==> config.mk <==
export PLATFORM = sky130hd
export DESIGN_NAME = pulse_sequencer
export DESIGN_NICKNAME = d
export VERILOG_FILES = /design/src/rtl/pulse_seq_pkg.sv /design/src/rtl/pulse_sequencer_cmp.sv /design/src/rtl/pulse_sequencer.sv
export SDC_FILE = /design/constraint.sdc
export NUM_CORES = 1
export LEC_CHECK = 0
export ABC_CLOCK_PERIOD_IN_PS = 5100
export CAP_MARGIN = 20
export CORE_UTILIZATION = 30
export CTS_CLUSTER_DIAMETER = 40
export DETAILED_ROUTE_END_ITERATION = 12
export GPL_ROUTABILITY_DRIVEN = 0
export PLACE_DENSITY = 0.44
export SETUP_SLACK_MARGIN = 0.1
export SLEW_MARGIN = 20
export SYNTH_ARGS = -nofsm -noshare
export SYNTH_HDL_FRONTEND = slang
export SYNTH_SLANG_ARGS = --single-unit
==> constraint.sdc <==
create_clock -name clock -period 5.1 [get_ports clock]
set_input_delay 1.02 -clock clock [delete_from_list [all_inputs] [get_ports clock]]
set_output_delay 1.02 -clock clock [all_outputs]
set_load 0.02 [all_outputs]
==> src/rtl/pulse_seq_pkg.sv <==
// Shared types and default sizing for the pulse sequencer.
package pulse_seq_pkg;

  typedef enum logic [1:0] {
    ST_IDLE   = 2'd0,
    ST_RUN    = 2'd1,
    ST_FINISH = 2'd2
  } state_e;

  localparam int DEF_WIDTH     = 16;
  localparam int DEF_NUM_EDGES = 8;
  localparam int DEF_IDX_W     = 3;

endpackage

==> src/rtl/pulse_sequencer_cmp.sv <==
// Unsigned magnitude comparator shared by the timing blocks.
// Purely combinational; a_gteq_b is the exact complement of a_lt_b.
module pulse_sequencer_cmp #(
  parameter int WIDTH = 16
) (
  input  logic [WIDTH-1:0] a,
  input  logic [WIDTH-1:0] b,
  output logic             a_lt_b,
  output logic             a_gteq_b
);

  assign a_lt_b   = (a < b);
  assign a_gteq_b = ~a_lt_b;

endmodule

==> src/rtl/pulse_sequencer.sv <==
// Programmable single-channel pulse generator: period counter vs. edge table,
// each match toggles pulse_out one cycle later; one-shot or looped periods.
module pulse_sequencer
  import pulse_seq_pkg::*;
#(
  parameter int WIDTH     = DEF_WIDTH,
  parameter int NUM_EDGES = DEF_NUM_EDGES,
  parameter int IDX_W     = DEF_IDX_W
) (
  input  logic             clock,
  input  logic             reset_n,
  input  logic             cfg_we,
  input  logic [IDX_W-1:0] cfg_addr,
  input  logic [WIDTH-1:0] cfg_data,
  input  logic [IDX_W:0]   cfg_num_edges,
  input  logic [WIDTH-1:0] cfg_period,
  input  logic             cfg_loop,
  input  logic             start,
  input  logic             stop,
  output logic             pulse_out,
  output logic             busy,
  output logic             done,
  output logic             overrun,
  output logic [WIDTH-1:0] count,
  output logic [IDX_W:0]   edge_idx
);

  localparam logic [WIDTH-1:0] CNT_ONE = {{(WIDTH-1){1'b0}}, 1'b1};
  localparam logic [IDX_W:0]   IDX_ONE = {{IDX_W{1'b0}}, 1'b1};

  state_e           state_q, state_d;
  logic [WIDTH-1:0] count_q, count_d;
  logic [IDX_W:0]   edge_idx_q, edge_idx_d;
  logic             pulse_q, pulse_d;
  logic             overrun_q, overrun_d;
  logic [IDX_W:0]   num_edges_q, num_edges_d;
  logic [WIDTH-1:0] period_q, period_d;
  logic             loop_q, loop_d;
  logic [WIDTH-1:0] edge_tbl_q [NUM_EDGES];
  logic [WIDTH-1:0] edge_tbl_d [NUM_EDGES];

  logic             cmp_gteq;
  logic             cmp_lt_unused;
  logic             fire;
  logic             last_cycle;

  pulse_sequencer_cmp #(
    .WIDTH (WIDTH)
  ) u_cmp (
    .a        (count_q),
    .b        (edge_tbl_q[edge_idx_q[IDX_W-1:0]]),
    .a_lt_b   (cmp_lt_unused),
    .a_gteq_b (cmp_gteq)
  );

  always_comb begin
    state_d     = state_q;
    count_d     = count_q;
    edge_idx_d  = edge_idx_q;
    pulse_d     = pulse_q;
    overrun_d   = overrun_q;
    num_edges_d = num_edges_q;
    period_d    = period_q;
    loop_d      = loop_q;
    edge_tbl_d  = edge_tbl_q;
    fire        = 1'b0;
    last_cycle  = 1'b0;

    case (state_q)
      ST_IDLE: begin
        if (cfg_we) edge_tbl_d[cfg_addr] = cfg_data;
        // stop in the same cycle vetoes the start
        if (start && !stop) begin
          num_edges_d = cfg_num_edges;
          period_d    = cfg_period;
          loop_d      = cfg_loop;
          overrun_d   = 1'b0;
          count_d     = '0;
          edge_idx_d  = '0;
          pulse_d     = 1'b0;
          state_d     = ST_RUN;
        end
      end

      ST_RUN: begin
        fire = (edge_idx_q < num_edges_q) && cmp_gteq;
        // period 0 wraps to all-ones, giving a 2^WIDTH-cycle period
        last_cycle = (count_q == period_q - CNT_ONE);
        count_d = count_q + CNT_ONE;
        if (fire) begin
          pulse_d    = ~pulse_q;
          edge_idx_d = edge_idx_q + IDX_ONE;
        end
        if (stop) begin
          state_d = ST_IDLE;
          pulse_d = 1'b0;
          count_d = '0;
        end else if (last_cycle) begin
          if (edge_idx_d < num_edges_q) overrun_d = 1'b1;
          count_d = '0;
          pulse_d = 1'b0;
          if (loop_q) edge_idx_d = '0;
          else        state_d    = ST_FINISH;
        end
      end

      ST_FINISH: state_d = ST_IDLE;

      default: state_d = ST_IDLE;
    endcase
  end

  always_ff @(posedge clock or negedge reset_n) begin
    if (!reset_n) begin
      state_q     <= ST_IDLE;
      count_q     <= '0;
      edge_idx_q  <= '0;
      pulse_q     <= 1'b0;
      overrun_q   <= 1'b0;
      num_edges_q <= '0;
      period_q    <= '0;
      loop_q      <= 1'b0;
      for (int i = 0; i < NUM_EDGES; i++) edge_tbl_q[i] <= '0;
    end else begin
      state_q     <= state_d;
      count_q     <= count_d;
      edge_idx_q  <= edge_idx_d;
      pulse_q     <= pulse_d;
      overrun_q   <= overrun_d;
      num_edges_q <= num_edges_d;
      period_q    <= period_d;
      loop_q      <= loop_d;
      edge_tbl_q  <= edge_tbl_d;
    end
  end

  assign pulse_out = pulse_q;
  assign busy      = (state_q != ST_IDLE);
  assign done      = (state_q == ST_FINISH);
  assign overrun   = overrun_q;
  assign count     = count_q;
  assign edge_idx  = edge_idx_q;

endmodule

==> run metrics, run 1 <==
Clk pwr share=33.7%; Synth area leader=dfrtp_1; FMAX=0.241 GHz; Cell Int Power=2.86 mW; CTS Root Cell=clkbuf_16; DR pass1 iterations=4; H-tree depth=4; largest net degree at the start of global routing=109; post-cts sizing count=0; Tightest Hold Check Type=register to register; largest cells by area after synthesis=dfrtp_1 49%, mux2_2 17%, mux4_2 8.2%; nets=831; Main synth FF type=dfrtp_1; Seq. cell area=4330 um^2; most common cell in the netlist=dfrtp_1; Die Y=approximately 170 um; Synth cell types=57; Final Util=between 30% and 40%; WL final=between 20,000 and 25,000 um; Post-synth top cells=173 x dfrtp_1, 130 x mux2_2, 78 x nand2_1; Sink Count=173; Syn Std Cell Area=8790 um^2; top-area cell type share of the netlist area=49.3%; Die Footprint=about 30,000 um^2; num rows=62; vias in the first global route=6,217; pwr dens=approximately 380 nW/um^2; IO Count=roughly 70; drt drc=0; initial antenna violation count=0; CTS buffer count=17; Syn Area/Cell=12.6 um^2; grt total ovfl=0; leakage power=4.42 nW; data required time at the worst endpoint=5.46 ns; Wirelength per Cell=19.3 um; outcome=finished clean; CTS Hold Bufs=0; post-DP HPWL=approximately 15,000 um; critical path arrival=4.52 ns; critical path endpoint category=register; Core Area=28,800 um^2; Max Buffers Root-to-Sink=2; Final Cycle Share=between 80% and 90%; max-cap violations=0; Startpoint Class=register; Slew @ Worst Pin=around 1.1 ns; flop2flop setup slack=0.94 ns; post-synthesis instance total=698; pre-CTS setup slack=0.943 ns; P&R area growth vs syn=20.2%; Net Switching=between 1 and 1.5 mW; Flop pwr share=a little under half; peak supply drop=0.000215 V; Seq/Total Area, Yosys=~49%; asr flop ratio synth=100%; DIE WIDTH=173 um; sw frac=29.2%; Multi-input gate area=4280 um^2; Relative slew margins=25.9%; Clk pin slew, worst setup/hold paths=roughly 0.07 ns; CTS tree=built; number of synthesized flops with an enable pin=0; Setup Viol. Count Final=0; post-CTS setup buffers=0; final antenna-violating net count=0; Fin. Hold Viols=0; PortBufs=~70; drt via density=between 4 and 5; Crit Path Max Fanout=32; Ys Warns=0; fin. max-slew vios=0; Global Route Usage Sum=15.8%; share of cells above drive strength 1=between 20 and 30%; filler cell count=2,769; Worst-Skew Late Latency=0.43 ns; final setup margin=approximately 0.94 ns; initial drt markers=~290; global-route wire length before repair=36,300 um; crit path time final=4.16 ns; synthesis-stage register bit count=173; routed vias=around 5,800; initial core utilization=between 30% and 40%; syn_nets=between 700 and 800; RSZ-0062 raised after global routing=no; Crit Path Class=register to register; Ant. Diodes=0; setup TNS after final layout=0 ns; Comb power frac=between 10% and 20%; clk_skew=0.0130 ns
## state kept, by name, indices dropped and copies added (netlist names)
name,count
loop_q,1
overrun,1
state_q,2
period_q,16
pulse_out,1
edge_idx,4
count,16
num_edges_q,4
edge_tbl_q,128
## cells in the final DEF (no fill, tap or decap), drive strengths merged, types with 2 or more instances in the layout
master,netlist,final
clkdlybuf4s50,0,67
a31oi,6,6
and3,10,10
a21oi,12,12
dfrtp,173,173
nand3,14,14
a21o,6,6
nor2,25,25
xnor2,16,16
clkbuf,25,18
nand3b,2,2
clkinv,0,7
nor2b,9,9
nand2b,4,4
xor2,11,11
nand2,78,78
mux2i,16,16
or2,2,2
inv,12,19
nor3b,4,4
mux2,130,130
or3,2,2
mux4,32,32
o21ai,22,22
ha,24,24
nor4,7,7
a211oi,3,3
o311ai,3,3
nor4b,2,2
buf,10,12
nor3,8,8
a22o,7,7
nand4,5,5
## area by class of cell
| class | instances | share of cell area (%) |
|---|---|---|
| Sequential cell | 173 | 41.0 |
| Multi-Input combinational cell | 478 | 40.5 |
| Timing Repair Buffer | 80 | 7.71 |
| Tap cell | 384 | 4.55 |
| Clock buffer | 17 | 4.03 |
| Clock inverter | 15 | 1.83 |
| Inverter | 12 | 0.426 |
## final timing paths
kind                                          startpoint                          to  cells past startpoint
worst max-delay path             edge_idx[0]$_DFFE_PN0P_         overrun$_DFFE_PN0P_                     16
worst min-delay path            period_q[15]$_DFFE_PN0P_    period_q[15]$_DFFE_PN0P_                      2
worst max register to register   edge_idx[0]$_DFFE_PN0P_         overrun$_DFFE_PN0P_                     16
worst min register to register  period_q[15]$_DFFE_PN0P_    period_q[15]$_DFFE_PN0P_                      2
max in group asynchronous                        reset_n   edge_tbl_q[9]$_DFFE_PN0P_                      2
min in group asynchronous                        reset_n  num_edges_q[0]$_DFFE_PN0P_                      1
## power by group through the flow
stage | clock (mW) | sequential, mW | combinational [mW]
global placement | 0 | 1.89 | 0.777
global route | 1.46 | 1.93 | 0.882
CTS | 1.40 | 1.88 | 0.813
detailed placement | 0 | 1.91 | 0.810
floorplan | 0 | 1.83 | 0.608
finish | 1.36 | 1.88 | 0.797
## critical path, stage by stage, from the launching register on
cell	delay, ns
dfrtp_2	0.55
buf_12	0.30
mux4_2	0.53
mux2i_1	0.28
ha_1	0.31
a21oi_1	0.13
nor2b_1	0.05
o21ai_0	0.12
o21ai_0	0.18
o41ai_2	0.34
buf_4	0.21
nor2_1	0.06
xor2_1	0.18
ha_1	0.28
a211oi_1	0.27
a32oi_1	0.13
a21oi_1	0.15
## layer usage
layer / wire [um] / GRT usage [%]
met1: 10500 / 20.7
met4: 300 / 4.20
met3: 630 / 3.21
met5: 0 / 0
met2: 11000 / 26.7
## stage by stage
stage / hold WS (ns) / cell area, um^2 / power, mW / std cells
2_1_floorplan: 0.448 / 8790 / 2.44 / 698
3_3_place_gp: 0.483 / 9900 / 2.67 / 1125
3_5_place_dp: 0.486 / 9950 / 2.72 / 1127
4_1_cts: 0.508 / 10600 / 4.10 / 1159
5_1_grt: 0.513 / 10600 / 4.27 / 1159
6_report: 0.501 / 10600 / 4.04 / 1159
## logic make-up after synthesis
kind of cell,Yosys count,share of synthesized area (%)
AO/OA/AOI/OAI,71,5.42
XOR/XNOR,27,2.69
multiplexers,178,26.7
adder cells (fa/ha/maj),24,3.42
flip-flops,173,49.3
buffers and inverters,47,2.06
AND/OR/NAND/NOR,178,10.5
(Power assumes the default switching activity.)
==> run 2, diff against run 1 <==
ABC_CLOCK_PERIOD_IN_PS = 3400   (was 5100)
PLACE_DENSITY = 0.45   (was 0.44)
clock period = 3.4 ns   (was 5.1 ns; I/O delays follow)
==> run metrics, run 2 (same netlist as run 1, synthesis figures left out) <==
Global Route Usage Sum=16.4% (was 15.8%); Max Buffers Root-to-Sink=2 (unchanged); filler cell count=2,691 (was 2,769); max FFs per register=128 (unchanged); Final Cycle Share=110% (was 81.5%); CTS tree=built (unchanged); PortBufs=68 (unchanged); placed insts=1,170 (was 1,127); commonest non-fill, non-tap cell in the layout=dfrtp_1 (unchanged); violated checks=negative setup slack; Relative slew margins=45.3% (was 25.9%); nets=887 (was 831); initial drt markers=318 (was 288); max incr delay on CP=0.52 ns (was 0.55 ns); Worst-Skew Late Latency=0.43 ns (about the same); setup TNS after final layout=-0.332 ns (was 0 ns); Finished Cell Area=11,200 um^2 (was 10,600 um^2); critical path arrival=4.08 ns (was 4.52 ns); num rows=62 (unchanged); Wirelength per Cell=19.3 um (about the same); routed vias=6,023 (was 5,780); critical path endpoint category=register (unchanged); Setup Viol. Count Final=1 (was 0); share of cells above drive strength 1=35.7% (was 28.5%); leakage power=4.76 nW (was 4.42 nW); Clk pin slew, worst setup/hold paths=0.07 ns (about the same); final antenna-violating net count=0 (unchanged); Startpoint Class=register (unchanged); drt drc=0 (unchanged); non-filler cells, final=1,214 (was 1,159); pre-CTS setup slack=-0.473 ns (was 0.943 ns); Crit Path Class=register to register (unchanged); DR pass1 iterations=4 (unchanged); Core Area=28,800 um^2 (unchanged); Die Footprint=30,000 um^2 (unchanged); P&R area growth vs syn=27.8% (was 20.2%); clk_skew=0.0130 ns (about the same); Ant. Diodes=0 (unchanged); most frequent cells in the layout=172 x dfrtp_1, 130 x mux2_2, 78 x nand2_1 (unchanged); data required time at the worst endpoint=3.75 ns (was 5.46 ns); initial antenna violation count=0 (unchanged); largest net degree at the start of global routing=84 (was 109); post-DP HPWL=15,800 um (was 15,300 um); Sink Count=173 (unchanged); vias in the first global route=6,587 (was 6,217); Biggest register=edge_tbl_q (unchanged); H-tree depth=4 (unchanged); Die Y=173 um (unchanged); Worst path slowest cell=mux4_2 (was dfrtp_2); outcome=complete, but fails checks (was finished clean); DIE WIDTH=173 um (unchanged); CP Cell Sequence=buf_12, mux4_2, mux2i_4, ha_4, a21o_1, a21o_1, a21oi_2, nor3_4, o41ai_4, buf_6, mux2_2, ha_1, o211ai_1, a21oi_1, a21oi_1 (was buf_12, mux4_2, mux2i_1, ha_1, a21oi_1, nor2b_1, o21ai_0, o21ai_0, o41ai_2, buf_4, nor2_1, xor2_1, ha_1, a211oi_1, a32oi_1, a21oi_1); RSZ-0062 raised after global routing=yes (was no); fin. max-slew vios=0 (unchanged); Slew @ Worst Pin=0.820 ns (was 1.11 ns); global-route wire length before repair=37,800 um (was 36,300 um); peak supply drop=0.000328 V (was 0.000215 V); final setup margin=-0.332 ns (was 0.943 ns); Pwr Total=6.18 mW (was 4.04 mW); grt total ovfl=0 (unchanged); Tightest Hold Check Type=primary input to asynchronous set/reset pin (was register to register); pwr dens=550 nW/um^2 (was 382 nW/um^2); crit path time final=3.73 ns (was 4.16 ns); Final Util=39.0% (was 36.7%); initial core utilization=30.5% (unchanged); CTS Root Cell=clkbuf_16 (unchanged); drt via density=4.96 (was 4.99); IO Count=69 (unchanged); hold slack=0.292 ns (was 0.501 ns); WL final=23,400 um (was 22,400 um); CTS buffer count=17 (unchanged); FMAX=0.268 GHz (was 0.241 GHz); Crit Path Max Fanout=5 (was 32); Placed Area=10,300 um^2 (was 9950 um^2); Fin. Hold Viols=0 (unchanged); max-cap violations=0 (unchanged)
[run 2: cell count changes in the layout (fill, tap and decap cells not counted), moves of 3 or more]
cell and change:
buf_12 +6, buf_4 +45, buf_6 +7, clkinv_8 -4
ha_1 -3, ha_4 +3, mux2i_1 -6, mux2i_2 +4
[run 2: final timing paths]
kind                                            startpoint                         end  slack, ns  cells past startpoint
worst max-delay path               edge_idx[0]$_DFFE_PN0P_         overrun$_DFFE_PN0P_      -0.33                     15
worst min-delay path                               reset_n  num_edges_q[1]$_DFFE_PN0P_       0.29                      1
worst max register to register     edge_idx[0]$_DFFE_PN0P_         overrun$_DFFE_PN0P_      -0.33                     15
worst min register to register  edge_tbl_q[75]$_DFFE_PN0P_  edge_tbl_q[75]$_DFFE_PN0P_       0.50                      1
max in group asynchronous                          reset_n  edge_tbl_q[66]$_DFFE_PN0P_       2.25                      2
min in group clock              edge_tbl_q[75]$_DFFE_PN0P_  edge_tbl_q[75]$_DFFE_PN0P_       0.50                      1
[run 2: power breakdown]
part | internal [mW] | total [mW] | switching [mW]
Clock | 1.11 | 2.03 | 0.911
Sequential | 2.53 | 2.82 | 0.294
Combinational | 0.769 | 1.33 | 0.557
[run 2: what timing repair did]
action	in CTS	in global routing
resized for setup	18	15
pin swaps	4	16
endpoints found under the setup margin	6	6
gates cloned	1	0
buffers inserted	7	5
hold buffers	0	0
[run 2: final cells by class]
cell class / instances / area [um^2] / share of cell area (%)
Timing Repair Buffer: 136 / 1320 / 11.8
Sequential cell: 173 / 4330 / 38.5
Clock inverter: 14 / 179 / 1.59
Inverter: 12 / 45.0 / 0.401
Multi-Input combinational cell: 478 / 4450 / 39.6
Clock buffer: 17 / 425 / 3.79
Tap cell: 384 / 480 / 4.28
[run 2: critical path: cells and delay by family (launching register included)]
kind	cells	cell delay, ns
adder cells (fa/ha/maj)	2	0.51
flip-flops	1	0.46
buffers and inverters	2	0.31
AND/OR/NAND/NOR	1	0.06
multiplexers	3	1.10
AO/OA/AOI/OAI	7	1.20
[run 2: per-layer routing]
layer | global-route usage [%] | up-vias | share of wire, %
met3 | 3.19 | 27 | 3.3
met1 | 21.1 | 3094 | 46
met2 | 27.7 | 122 | 49
met5 | 0 | - | 0
li1 | - | 2780 | -
met4 | 5.35 | 0 | 2.0
==> run 3, diff against run 2 <==
SETUP_SLACK_MARGIN = unset   (was 0.1)
==> run metrics, run 3 (same netlist as run 1, synthesis figures left out) <==
outcome=complete, but fails checks (unchanged); violated checks=negative setup slack (unchanged); Die Footprint=30,000 um^2 (unchanged); nets=883 (was 887); largest net degree at the start of global routing=84 (unchanged); final setup margin=-0.385 ns (was -0.332 ns); Fin. Hold Viols=0 (unchanged); Tightest Hold Check Type=primary input to asynchronous set/reset pin (unchanged); most frequent cells in the layout=172 x dfrtp_1, 130 x mux2_2, 78 x nand2_1 (unchanged); initial drt markers=294 (was 318); Reg2Reg Depth=15 (unchanged); flop2flop setup slack=-0.38 ns (was -0.33 ns); Relative slew margins=45.6% (was 45.3%); num rows=62 (unchanged); non-filler cells, final=1,210 (was 1,214); Bufs and invs on worst path=2 (unchanged); CTS buffer count=17 (unchanged); grt total ovfl=0 (unchanged); P&R area growth vs syn=26.4% (was 27.8%); Core Area=28,800 um^2 (unchanged); data required time at the worst endpoint=3.75 ns (about the same); Ant. Diodes=0 (unchanged); WP depth=15 (unchanged); Clk pin slew, worst setup/hold paths=0.07 ns (about the same); vias in the first global route=6,575 (was 6,587); Sink Count=173 (unchanged); Biggest register=edge_tbl_q (unchanged); peak supply drop=0.000322 V (was 0.000328 V); Crit Path Class=register to register (unchanged); clk_skew=0.0106 ns (was 0.0130 ns); final antenna-violating net count=0 (unchanged); Crit Path Max Fanout=5 (unchanged); H-tree depth=4 (unchanged); pre-CTS setup slack=-0.473 ns (unchanged); CTS tree=built (unchanged); Worst-Skew Late Latency=0.43 ns (about the same); share of cells above drive strength 1=34.5% (was 35.7%); pwr dens=554 nW/um^2 (was 550 nW/um^2); CP Cell Sequence=buf_4, mux4_2, mux2i_2, ha_1, a21o_1, a21o_1, a21oi_2, nor3_4, o41ai_4, buf_4, mux2_2, ha_1, o211ai_1, a21oi_1, a21oi_1 (was buf_12, mux4_2, mux2i_4, ha_4, a21o_1, a21o_1, a21oi_2, nor3_4, o41ai_4, buf_6, mux2_2, ha_1, o211ai_1, a21oi_1, a21oi_1); Setup Viol. Count Final=1 (unchanged); drt drc=0 (unchanged); initial antenna violation count=0 (unchanged); max incr delay on CP=0.50 ns (was 0.52 ns); max-cap violations=0 (unchanged); Slew @ Worst Pin=0.817 ns (was 0.820 ns); DIE WIDTH=173 um (unchanged); commonest non-fill, non-tap cell in the layout=dfrtp_1 (unchanged); fin. max-slew vios=0 (unchanged); RSZ-0062 raised after global routing=yes (unchanged); post-DP HPWL=15,800 um (unchanged); critical path endpoint category=register (unchanged); initial core utilization=30.5% (unchanged); Worst path slowest cell=mux4_2 (unchanged); global-route wire length before repair=37,800 um (about the same); WL final=23,300 um (was 23,400 um); CTS Root Cell=clkbuf_16 (unchanged); Crit path max-delay family=compound AO/OA/AOI/OAI gates (unchanged); Startpoint Class=register (unchanged); worst r2r dst=overrun$_DFFE_PN0P_ (unchanged); routed vias=6,007 (was 6,023); reg-to-reg critical path startpoint=edge_idx[0]$_DFFE_PN0P_ (unchanged); Wirelength per Cell=19.3 um (about the same); setup TNS after final layout=-0.385 ns (was -0.332 ns); Max Buffers Root-to-Sink=2 (unchanged); Die Y=173 um (unchanged); PortBufs=68 (unchanged); Final Cycle Share=111% (was 110%); leakage power=4.73 nW (was 4.76 nW); critical path arrival=4.14 ns (was 4.08 ns); FMAX=0.264 GHz (was 0.268 GHz); drt via density=4.96 (about the same); Global Route Usage Sum=16.4% (about the same); IO Count=69 (unchanged); DR pass1 iterations=4 (unchanged); crit path time final=3.78 ns (was 3.73 ns); placed insts=1,170 (unchanged); max FFs per register=128 (unchanged)
## run 3: worst max path at each step
stage | startpoint | endpoint | slack [ns]
3_3_place_gp | edge_idx[0]$_DFFE_PN0P_ | overrun$_DFFE_PN0P_ | -0.48
3_5_place_dp | edge_idx[0]$_DFFE_PN0P_ | overrun$_DFFE_PN0P_ | -0.47
6_report | edge_idx[0]$_DFFE_PN0P_ | overrun$_DFFE_PN0P_ | -0.38
5_1_grt | edge_idx[0]$_DFFE_PN0P_ | overrun$_DFFE_PN0P_ | -0.54
2_1_floorplan | edge_idx[0]$_DFFE_PN0P_ | overrun$_DFFE_PN0P_ | -0.27
4_1_cts | edge_idx[0]$_DFFE_PN0P_ | overrun$_DFFE_PN0P_ | -0.36
## run 3: metrics by stage
stage	hold WS (ns)	total power [mW]	cell area, um^2	util, %
CTS	0.342	6.22	11100	38.5
finish	0.291	6.15	11100	38.6
global route	0.361	6.51	11100	38.6
global placement	0.483	4.07	10300	35.9
floorplan	0.384	3.66	8870	-
detailed placement	0.489	4.14	10300	35.9
## run 3: power breakdown
part	internal (mW)	leakage, nW	switching, mW
clock network	1.11	0.292	0.909
registers	2.53	2.14	0.295
logic	0.759	2.30	0.547
total	4.40	4.73	1.75
## run 3: layout make-up
class	instances	area (um^2)
flip-flops and latches	173	4330
repair buffers	132	1280
clock buffers	17	425
well taps	384	480
fillers	2701	17700
inverters	12	45.0
multi-input cells	478	4380
clock inverters	14	179
## run 3: per-layer routing
metal	track usage, %	vias up	share of wire, %
met5	0	-	0
met4	5.35	0	2.0
met3	3.19	28	3.2
met2	27.7	111	49
met1	21.1	3095	46
li1	-	2773	-
## run 3: worst register-to-register path, delay by kind of cell (launching register included)
family          cells  cell delay, ns
buf+inv             2            0.33
fa+ha+maj           2            0.56
mux                 3            1.08
compound gates      7            1.22
simple gates        1            0.06
flops               1            0.46
## run 3: what timing repair did
action                                  CTS  global route
pin swaps                                 3             4
endpoints found under the setup margin    3             5
hold buffers                              0             0
gates resized for setup                  12             6
buffers inserted                          6             3
cloned                                    1             0
